$ cat src/rtl/hdmi_cap_pkg.sv
// Shared definitions for the HDMI pixel-capture sequencer.
// Holds the host opcode values, the sticky error codes reported on err_code,
// the sequencer state encoding and a helper that classifies busy states.
package hdmi_cap_pkg;

  // Host command opcodes carried on cmd_op
  localparam logic [1:0] CMD_SET_WIDTH  = 2'd0;
  localparam logic [1:0] CMD_SET_HEIGHT = 2'd1;
  localparam logic [1:0] CMD_START      = 2'd2;
  localparam logic [1:0] CMD_ABORT      = 2'd3;

  // Error codes reported on err_code
  localparam logic [1:0] ERR_NONE     = 2'd0;
  localparam logic [1:0] ERR_OVERFLOW = 2'd1;
  localparam logic [1:0] ERR_TIMEOUT  = 2'd2;
  localparam logic [1:0] ERR_BADCFG   = 2'd3;

  typedef enum logic [2:0] {
    ST_IDLE    = 3'd0,
    ST_ARM     = 3'd1,
    ST_CAPTURE = 3'd2,
    ST_DRAIN   = 3'd3,
    ST_DONE    = 3'd4,
    ST_ERROR   = 3'd5
  } state_e;

  // A capture is in flight in every state except IDLE and ERROR
  function automatic logic is_busy(input state_e s);
    return (s == ST_ARM) || (s == ST_CAPTURE) || (s == ST_DRAIN) || (s == ST_DONE);
  endfunction

endpackage

$ cat src/rtl/hdmi_fifo_level_tracker.sv
// Up/down occupancy counter mirroring the pixel FIFO.
// Ports:
//   clk, rst     : clock, synchronous active-high reset
//   wr_en_i      : FIFO write strobe
//   rd_en_i      : FIFO read strobe
//   level_o      : tracked occupancy (0..FIFO_DEPTH)
//   full_o       : level_o == FIFO_DEPTH
//   empty_o      : level_o == 0
//   overflow_o   : a write without a read is arriving while full
module hdmi_fifo_level_tracker #(
  parameter int unsigned FIFO_DEPTH = 1024,
  localparam int unsigned LVL_W = $clog2(FIFO_DEPTH) + 1
) (
  input  logic             clk,
  input  logic             rst,
  input  logic             wr_en_i,
  input  logic             rd_en_i,
  output logic [LVL_W-1:0] level_o,
  output logic             full_o,
  output logic             empty_o,
  output logic             overflow_o
);

  localparam logic [LVL_W-1:0] DEPTH_L = LVL_W'(FIFO_DEPTH);

  logic [LVL_W-1:0] level_q;
  logic [LVL_W-1:0] level_d;

  assign full_o     = (level_q == DEPTH_L);
  assign empty_o    = (level_q == {LVL_W{1'b0}});
  assign overflow_o = wr_en_i && !rd_en_i && full_o;

  // Next occupancy: a simultaneous write and read cancel; both ends saturate
  always_comb begin
    level_d = level_q;
    if (wr_en_i && !rd_en_i) begin
      if (!full_o) begin
        level_d = level_q + LVL_W'(1);
      end else begin
        level_d = level_q;
      end
    end else if (rd_en_i && !wr_en_i) begin
      if (!empty_o) begin
        level_d = level_q - LVL_W'(1);
      end else begin
        level_d = level_q;
      end
    end else begin
      level_d = level_q;
    end
  end

  // Occupancy register
  always_ff @(posedge clk) begin
    if (rst) begin
      level_q <= {LVL_W{1'b0}};
    end else begin
      level_q <= level_d;
    end
  end

  assign level_o = level_q;

endmodule

$ cat src/rtl/hdmi_capture_ctrl.sv
// Sequencer for the HDMI pixel-capture path.
// Accepts host commands, arms the capture block, counts pixels into the
// pixel FIFO, tracks FIFO occupancy and reports done/overflow/timeout.
// Ports:
//   clk, rst                       : pixel clock, synchronous active-high reset
//   cmd_valid/cmd_ready/cmd_op/cmd_arg : host command channel (always ready)
//   start_write                    : one-cycle arm pulse to the capture block
//   cfg_width, cfg_height          : current capture window
//   fifo_wr_en, fifo_rd_en         : FIFO write (capture) and read (drain) strobes
//   fifo_level                     : tracked FIFO occupancy
//   pix_count                      : pixels written in the current capture
//   busy, done, cmd_rejected       : status; done/cmd_rejected are one-cycle pulses
//   err_code                       : sticky error code
module hdmi_capture_ctrl
  import hdmi_cap_pkg::*;
#(
  parameter int unsigned FIFO_DEPTH     = 1024,
  parameter logic [15:0] DEF_WIDTH      = 16'd64,
  parameter logic [15:0] DEF_HEIGHT     = 16'd64,
  parameter int unsigned TIMEOUT_CYCLES = 32'd4194304,
  localparam int unsigned LVL_W = $clog2(FIFO_DEPTH) + 1
) (
  input  logic             clk,
  input  logic             rst,
  input  logic             cmd_valid,
  output logic             cmd_ready,
  input  logic [1:0]       cmd_op,
  input  logic [15:0]      cmd_arg,
  output logic             start_write,
  output logic [15:0]      cfg_width,
  output logic [15:0]      cfg_height,
  input  logic             fifo_wr_en,
  input  logic             fifo_rd_en,
  output logic [LVL_W-1:0] fifo_level,
  output logic [31:0]      pix_count,
  output logic             busy,
  output logic             done,
  output logic             cmd_rejected,
  output logic [1:0]       err_code
);

  localparam int unsigned IDLE_W = $clog2(TIMEOUT_CYCLES + 1);
  localparam logic [IDLE_W-1:0] IDLE_LAST = IDLE_W'(TIMEOUT_CYCLES - 1);

  state_e            state_q, state_d;
  logic [15:0]       width_q, width_d;
  logic [15:0]       height_q, height_d;
  logic [31:0]       pix_q, pix_d;
  logic [31:0]       target_q, target_d;
  logic [IDLE_W-1:0] idle_q, idle_d;
  logic [1:0]        err_q, err_d;
  logic              rej_d;
  logic              start_q, done_q, busy_q, rej_q;

  logic              full_s, empty_s, overflow_s;
  logic              abort_s, wr_landed_s, timeout_s;

  hdmi_fifo_level_tracker #(
    .FIFO_DEPTH (FIFO_DEPTH)
  ) u_level (
    .clk        (clk),
    .rst        (rst),
    .wr_en_i    (fifo_wr_en),
    .rd_en_i    (fifo_rd_en),
    .level_o    (fifo_level),
    .full_o     (full_s),
    .empty_o    (empty_s),
    .overflow_o (overflow_s)
  );

  assign abort_s     = cmd_valid && (cmd_op == CMD_ABORT);
  // A write that actually lands in the FIFO (a write at full only lands with a read)
  assign wr_landed_s = fifo_wr_en && (!full_s || fifo_rd_en);
  // The idle counter is about to reach the limit with no write this cycle
  assign timeout_s   = !fifo_wr_en && (idle_q == IDLE_LAST);

  // Next-state, configuration and status update
  always_comb begin
    state_d  = state_q;
    width_d  = width_q;
    height_d = height_q;
    pix_d    = pix_q;
    target_d = target_q;
    idle_d   = idle_q;
    err_d    = err_q;
    rej_d    = 1'b0;

    case (state_q)
      ST_IDLE, ST_ERROR: begin
        if (cmd_valid) begin
          case (cmd_op)
            CMD_SET_WIDTH:  width_d  = cmd_arg;
            CMD_SET_HEIGHT: height_d = cmd_arg;
            CMD_START: begin
              if ((width_q == 16'd0) || (height_q == 16'd0)) begin
                state_d = ST_ERROR;
                err_d   = ERR_BADCFG;
              end else begin
                state_d  = ST_ARM;
                err_d    = ERR_NONE;
                pix_d    = 32'd0;
                target_d = {16'd0, width_q} * {16'd0, height_q};
              end
            end
            CMD_ABORT: begin
              state_d = ST_IDLE;
              err_d   = ERR_NONE;
            end
            default: state_d = state_q;
          endcase
        end else begin
          state_d = state_q;
        end
      end

      ST_ARM: begin
        if (abort_s) begin
          state_d = ST_IDLE;
        end else begin
          state_d = ST_CAPTURE;
          idle_d  = {IDLE_W{1'b0}};
        end
      end

      ST_CAPTURE: begin
        // Precedence: abort, overflow, timeout, then completion
        if (abort_s) begin
          state_d = ST_IDLE;
        end else if (overflow_s) begin
          state_d = ST_ERROR;
          err_d   = ERR_OVERFLOW;
        end else if (timeout_s) begin
          state_d = ST_ERROR;
          err_d   = ERR_TIMEOUT;
        end else if (wr_landed_s) begin
          pix_d  = pix_q + 32'd1;
          idle_d = {IDLE_W{1'b0}};
          if ((pix_q + 32'd1) == target_q) begin
            state_d = ST_DRAIN;
          end else begin
            state_d = ST_CAPTURE;
          end
        end else begin
          idle_d = idle_q + IDLE_W'(1);
        end
      end

      ST_DRAIN: begin
        if (abort_s) begin
          state_d = ST_IDLE;
        end else if (overflow_s) begin
          state_d = ST_ERROR;
          err_d   = ERR_OVERFLOW;
        end else if (empty_s) begin
          state_d = ST_DONE;
        end else begin
          state_d = ST_DRAIN;
        end
      end

      ST_DONE: state_d = ST_IDLE;

      default: state_d = ST_IDLE;
    endcase

    // While busy every command except ABORT is dropped and flagged
    if (is_busy(state_q) && cmd_valid && !abort_s) begin
      rej_d = 1'b1;
    end else begin
      rej_d = 1'b0;
    end
  end

  // State, configuration and registered status outputs
  always_ff @(posedge clk) begin
    if (rst) begin
      state_q  <= ST_IDLE;
      width_q  <= DEF_WIDTH;
      height_q <= DEF_HEIGHT;
      pix_q    <= 32'd0;
      target_q <= 32'd0;
      idle_q   <= {IDLE_W{1'b0}};
      err_q    <= ERR_NONE;
      start_q  <= 1'b0;
      done_q   <= 1'b0;
      busy_q   <= 1'b0;
      rej_q    <= 1'b0;
    end else begin
      state_q  <= state_d;
      width_q  <= width_d;
      height_q <= height_d;
      pix_q    <= pix_d;
      target_q <= target_d;
      idle_q   <= idle_d;
      err_q    <= err_d;
      start_q  <= (state_d == ST_ARM);
      done_q   <= (state_d == ST_DONE);
      busy_q   <= is_busy(state_d);
      rej_q    <= rej_d;
    end
  end

  assign cmd_ready    = 1'b1;
  assign start_write  = start_q;
  assign cfg_width    = width_q;
  assign cfg_height   = height_q;
  assign pix_count    = pix_q;
  assign busy         = busy_q;
  assign done         = done_q;
  assign cmd_rejected = rej_q;
  assign err_code     = err_q;

endmodule

$ cat config.mk
export PLATFORM = sky130hd
export DESIGN_NAME = hdmi_capture_ctrl
export DESIGN_NICKNAME = d
export VERILOG_FILES = /design/src/rtl/hdmi_cap_pkg.sv /design/src/rtl/hdmi_fifo_level_tracker.sv /design/src/rtl/hdmi_capture_ctrl.sv
export SDC_FILE = /design/constraint.sdc
export NUM_CORES = 1
export LEC_CHECK = 0
export BUFFER_PORTS_ARGS = -buffer_cell sky130_fd_sc_hd__buf_2
export CELL_PAD_IN_SITES_DETAIL_PLACEMENT = 2
export CELL_PAD_IN_SITES_GLOBAL_PLACEMENT = 2
export CORE_UTILIZATION = 39
export CTS_CLUSTER_DIAMETER = 30
export DETAILED_ROUTE_END_ITERATION = 6
export PLACE_DENSITY = 0.85
export SYNTH_ARGS = -nofsm -noshare
export SYNTH_HDL_FRONTEND = slang
export SYNTH_SLANG_ARGS = --single-unit
export TNS_END_PERCENT = 10
$ cat constraint.sdc
create_clock -name clk -period 7.9 [get_ports clk]
set_input_delay 1.975 -clock clk [delete_from_list [all_inputs] [get_ports clk]]
set_output_delay 1.975 -clock clk [all_outputs]
set_load 0.005 [all_outputs]
Yosys cells after proc, flatten, opt, wreduce, memory -nomap -nowiden --
Index checks and enable logic that the tools add are counted.
Cells by class: $add $sub $neg 4, multiply operators 1, divide/modulo/power cells 0, order comparisons 0, eq/ne operators 29, shift-type cells 0, muxes and demuxes 41, bitwise operators 1, reduce and logical (&&, ||, !) cells 37
Operators by type and width (count):
- 32-bit two-way mux | 7
- 23-bit two-way mux | 5
- 32-bit case mux with 2 select lines | 1
- 23-bit case mux with 2 select lines | 1
- 11-bit two-way mux | 4
- 32-bit by 1-bit adder with 32-bit output, second input constant | 1
- 32-bit equality test | 1
- 16-bit zero test | 2
- 16-bit by 16-bit multiplier with 32-bit output | 1
- 3-bit two-way mux | 9
- 23-bit by 1-bit adder with 23-bit output, second input constant | 1
- 23-bit by 22-bit equality test with 1-bit output, second input constant | 1
- 2-bit != test, second input constant | 10
- 2-bit two-way mux | 8
- 3-bit by 2-bit equality test with 1-bit output, second input constant | 4
- 3-bit case mux with 4 select lines | 1
- 11-bit by 1-bit adder with 11-bit output, second input constant | 1
- 11-bit equality test, second input constant | 1
- 11-bit zero test | 1
- 11-bit by 1-bit subtractor with 11-bit output, second input constant | 1
- 3-bit equality test, second input constant | 3
- 3-bit AND reduction | 3
- 1-bit logical AND | 8
- 1-bit logical OR | 8
- 21 further kinds | 30
Storage, ports and cells: register bits after elaboration 139, latch bits 0, bits in writable memories 0, ROM bits 0, output and inout port bits 82, word-level logic and storage cells 125, memories kept 0

Depth between registers and ports, before layout --
depth after elaboration 13, depth in mapped cells 24

Cells and area by module --
Synthesis repeated with hierarchy kept, for this count alone.
Unflattened totals: cells, all modules 1927, area total of the unflattened synthesis 15997.8 um2
By module, submodules not included:
- hdmi_capture_ctrl | times used 1, cells an instance 1816, area each 15038.2 um2
- hdmi_fifo_level_tracker | times used 1, cells an instance 111, area each 959.7 um2

Worst setup path before layout --
No wires, ideal clock.
path type flip-flop to flip-flop, start point register height_q[7], in the netlist cfg_height[7], end point register target_q[30], arrival 6014 ps, path slack 1807 ps, cell stages (with the launch flop) 23, buffers on the path 2, cell sequence dfxtp_1 > clkbuf_1 > clkbuf_1 > nand2_1 > fa_1 > fa_1 > inv_1 > fa_1 > fa_1 > fa_1 > inv_1 > fa_1 > inv_1 > ha_1 > a21oi_1 > o21bai_1 > a21o_1 > a2111oi_0 > o41ai_1 > o211ai_1 > a21oi_1 > or3_1 > o211ai_1
On the way: cells in the longest elaborated chain, start to end 4
RTL lines:
- start, declared | RTL line hdmi_capture_ctrl.sv:47 | logic [15:0] height_q, height_d;
- start signal, assigned | RTL line hdmi_capture_ctrl.sv:191 | height_q <= height_d;
- parallel branches: the longest is 4 deep, another holds 16-bit by 16-bit multiplier with 32-bit output
- end signal, assigned | RTL line hdmi_capture_ctrl.sv:193 | target_q <= target_d;
- end, declared | RTL line hdmi_capture_ctrl.sv:49 | logic [31:0] target_q, target_d;
Several ways; the timed one is not identified. A chain may end at the register's enable or synchronous reset.

Worst setup path in the final report --
start point register width_q[10], in the netlist cfg_width[10], end point register target_q[31]
On the way: cells in the longest elaborated chain, start to end 4
RTL lines:
- start, declared | RTL line hdmi_capture_ctrl.sv:46 | logic [15:0] width_q, width_d;
- start signal, assigned | RTL line hdmi_capture_ctrl.sv:190 | width_q <= width_d;
- parallel branches: the longest is 4 deep, another holds 16-bit by 16-bit multiplier with 32-bit output
Several ways; the timed one is not identified.

==> summary.md <==
| Metric | Value |
|---|---|
| Switching Share | 36.1% |
| Critical Path Sink Type | flop |
| RSZ-0062 raised after global routing | false |
| Final nets | 2279 |
| Hold_ws | 0.474 ns |
| Worst min-delay path category | reg -> reg |
| Die height | 205 um |
| Fraction of layout cells with a size suffix above 1 | 9.86% |
| WL met1 | 25400 um |
| Synth top area share | 24.3% |
| Yosys reg bits | 139 |
| Sink Count | 139 |
| Ys flop type | dfxtp_1 |
| CP startpoint | cfg_width[10]$_SDFFE_PP0P_ |
| Flop2flop setup slack | 0.76 ns |
| Sequential power share | 36.6% |
| Post-synth ARST share | 0% |
| Total gr overflow | 0 |
| CTS buffer count | 17 |
| Area leader, netlist | fa_1 |
| Port Buffer Count | 103 |
| Initial Util | 40.0% |
| Library cells used by synthesis | 85 |
| EDFF count, synth | 0 |
| Vias | 14001 |
| TritonCTS clock tree | yes |
| Most common cell in the synthesized netlist | inv_1 |
| Iter 0 DRT Violations | 734 |
| Row count | 73 |
| Clock transition at path regs | 0.07 ns |
| Final hold violation count | 0 |
| Count of buffer and inverter cells on the critical path | 3 |
| # resized after CTS | 0 |
| Syn Nets | 2235 |
| Setup crit end | target_q[31]$_SDFFE_PP0P_ |
| Rel. slew slack | 28.8% |
| Clock power frac | 37.1% |
| Antenna fix cells | 0 |
| Max layer used | met4 |
| Setup crit start kind | flop |
| Synth Instances | 1901 |
| Peak VDD IR | 0.149 mV |
| Crit path arrival time | 7.48 ns |
| Critical path class | reg -> reg |
| Layout area overhead | 9.20% |
| Max_cap viols | 0 |
| Post-CTS setup buffer count | 0 |
| CTS root buf | clkbuf_16 |
| Part of the power in combinational logic | 26.3% |
| Max-slew violations | 0 |
| Core Region | 0.0402 mm2 |
| Worst R2R Path Depth | 20 |
| Leak Pwr | 8.09 nW |
| Number of synthesis warnings | 0 |
| Status | finished clean |
| Setup-failing EPs final | 0 |
| Drt wl/cell | 24.2 um |
| Met3 wire length | 2480 um |
| Fillers | 4550 |
| Overall Global Routing Usage | 29.9% |
| RR Startpoint | cfg_width[10]$_SDFFE_PP0P_ |
| Switching Power | 808 uW |
| Worst-Skew Late Latency | 0.47 ns |
| Vias in the first global route | 16110 |
| Pre-antenna DRT Iters | 4 |
| Tightest Pin Transition | 1.06 ns |
| CTS max path bufs | 2 |
| Mean Syn Cell Area | 8.45 um2 |
| Worst endpoint required time | 8.25 ns |
| Area of the multi-input gates | 0.0119 mm2 |
| Antenna violations before repair | 0 |
| Ranking of synthesized cells by area | fa_1, dfxtp_1, ha_1 |
| Final period util | 90.3% |
| Internal power | 1.43 mW |
| Maximum clock rate | 140 MHz |
| Period minus WS final | 7.14 ns |
| Critical Path Stages | 20 |
| Critical Path Most Common Cell | fa_1 |
| Final Wtd Congestion | 0.863 |
| CP max stage cell | dfxtp_1 |
| H-tree depth | 4 |
| Register area share after synthesis | 17.3% |
| Worst path top cell family by delay | adder cells |
| Register area | 0.00278 mm2 |
| Die Width | 205 um |
| WL met2 | 30400 um |
| Worst-path maximum fanout | 19 |
| Synth cell count leaders | inv_1, nand2_1, fa_1 |
| Die area | 0.0420 mm2 |
| Worst clock skew | 0.0151 ns |
| Worst path cell trace | nand2_1, fa_1, fa_1, fa_1, inv_1, fa_1, fa_1, inv_1, fa_1, inv_1, ha_1, a21oi_1, o21ai_0, a32oi_1, o21ai_1, a41oi_1, a21oi_1, o41ai_1, mux2i_1, a221oi_1 |
| ANT nets after route | 0 |
| Cell Area, Synth | 0.0161 mm2 |
| Dpl cells | 2451 |
| Residual DRC count | 0 |
| Reg2reg end | target_q[31]$_SDFFE_PP0P_ |
| Routed vias/inst | 5.64 |
| Hold_buf cts | 0 |
| Hpwl dp | 45200 um |
| Routed Wire Length | 60200 um |
| Setup total negative slack | 0 ns |
| First-pass GRT wire length | 95300 um |
| CP max stage delay | 0.92 ns |
| I/O pin cnt | 105 |
| Largest net degree at the start of global routing | 88 |
| Non-filler instance count after layout | 2483 |
| Pwr Density | 128 mW/mm2 |
-- placed cells by master (no fill, tap or decap), types with 6 or more instances in the layout --
| master | synthesis | final |
|---|---|---|
| nand2b_1 | 7 | 7 |
| xor2_1 | 28 | 28 |
| buf_2 | 7 | 102 |
| buf_4 | 2 | 22 |
| o21bai_1 | 9 | 9 |
| a211oi_1 | 10 | 10 |
| nor3_1 | 23 | 23 |
| ha_1 | 116 | 116 |
| o211ai_1 | 8 | 8 |
| nor4_1 | 23 | 22 |
| nand2_1 | 216 | 216 |
| o21ai_0 | 49 | 49 |
| inv_1 | 248 | 248 |
| and3_1 | 9 | 9 |
| and2_1 | 138 | 138 |
| a31oi_1 | 9 | 9 |
| a21oi_1 | 106 | 106 |
| xnor2_1 | 58 | 58 |
| nand4b_1 | 8 | 8 |
| nand3_1 | 34 | 34 |
| a21o_1 | 22 | 22 |
| mux2i_1 | 43 | 43 |
| fa_1 | 195 | 195 |
| clkbuf_16 | 0 | 17 |
| nand3b_1 | 17 | 17 |
| nor2_1 | 130 | 130 |
| or3_1 | 17 | 17 |
| nor3b_1 | 10 | 10 |
| o21a_1 | 6 | 6 |
| dfxtp_1 | 139 | 139 |
| or4_1 | 8 | 8 |
| nand4_1 | 19 | 19 |
-- layout make-up --
type	instances	share of cell area, %
repair buffers	124	3.85
well taps	525	3.75
inverters	248	5.31
clock inverters	13	0.749
flip-flops and latches	139	15.9
multi-input cells	1415	67.9
clock buffers	19	2.58
-- per-stage QoR --
| step | power [mW] | area (um2) | worst slack (ns) | util [%] |
|---|---|---|---|---|
| after floorplan | 1.18 | 16100 | 1.81 | - |
| after global placement | 1.33 | 17000 | 1.30 | 42.2 |
| after detailed placement | 1.39 | 17000 | 0.951 | 42.2 |
| after CTS | 2.25 | 17500 | 0.836 | 43.6 |
| after global routing | 2.34 | 17500 | 0.536 | 43.6 |
| final | 2.24 | 17500 | 0.763 | 43.6 |
-- kinds of logic (layout without fill, tap and decap cells) --
logic type,Yosys count,after routing,share of synthesized area (%)
xor gates and xnor gates,86,86,4.69
DFF,139,139,17.3
other,1,1,0.0234
buffers and inverters,347,404,8.61
AOI/OAI and AO/OA,267,267,10.3
and+or+nand+nor,706,706,22.9
muxes,44,44,2.75
adders and majority gates,311,311,33.3
-- worst reg2reg max path: stages, from the launching register on --
cell,delay (ns)
dfxtp_1,0.92
nand2_1,0.21
fa_1,0.54
fa_1,0.48
fa_1,0.54
inv_1,0.07
fa_1,0.54
fa_1,0.50
inv_1,0.05
fa_1,0.49
inv_1,0.06
ha_1,0.36
a21oi_1,0.20
o21ai_0,0.14
a32oi_1,0.23
o21ai_1,0.19
a41oi_1,0.39
a21oi_1,0.17
o41ai_1,0.41
mux2i_1,0.15
a221oi_1,0.35
-- layer usage --
layer / GRT usage, % / vias up
met4: 10.8 / 0
met3: 4.96 / 127
met1: 36.6 / 7231
met2: 52.5 / 349
met5: 0 / -
li1: - / 6294
-- power groups by stage --
stage / Clock [mW] / Sequential (mW) / Combinational, mW
floorplan: 0 / 0.791 / 0.394
global placement: 0 / 0.825 / 0.510
detailed placement: 0 / 0.830 / 0.562
CTS: 0.848 / 0.815 / 0.591
global route: 0.874 / 0.822 / 0.641
finish: 0.830 / 0.818 / 0.588
-- state kept, by name, summed over array words and instances, names as in the netlist --
| name | flops |
|---|---|
| pix_count | 32 |
| idle_q | 23 |
| cfg_height | 16 |
| busy | 1 |
| cmd_rejected | 1 |
| done | 1 |
| cfg_width | 16 |
| state_q | 3 |
| target_q | 32 |
| u_level.level_o | 11 |
| err_code | 2 |
| start_write | 1 |
-- how the worst min path moves through the flow --
stage                                end  depth (start not counted)                      start  slack, ns
3_3_place_gp    err_code[0]$_SDFFE_PP0P_                          2   err_code[0]$_SDFFE_PP0P_       0.44
4_1_cts        target_q[12]$_SDFFE_PP0P_                          2  target_q[12]$_SDFFE_PP0P_       0.48
3_5_place_dp   target_q[12]$_SDFFE_PP0P_                          2  target_q[12]$_SDFFE_PP0P_       0.47
6_report        target_q[4]$_SDFFE_PP0P_                          2   target_q[4]$_SDFFE_PP0P_       0.47
5_1_grt         err_code[0]$_SDFFE_PP0P_                          2   err_code[0]$_SDFFE_PP0P_       0.49
2_1_floorplan  target_q[28]$_SDFFE_PP0P_                          2  target_q[28]$_SDFFE_PP0P_       0.44
No activity file was read; power rests on OpenSTA's default activity.
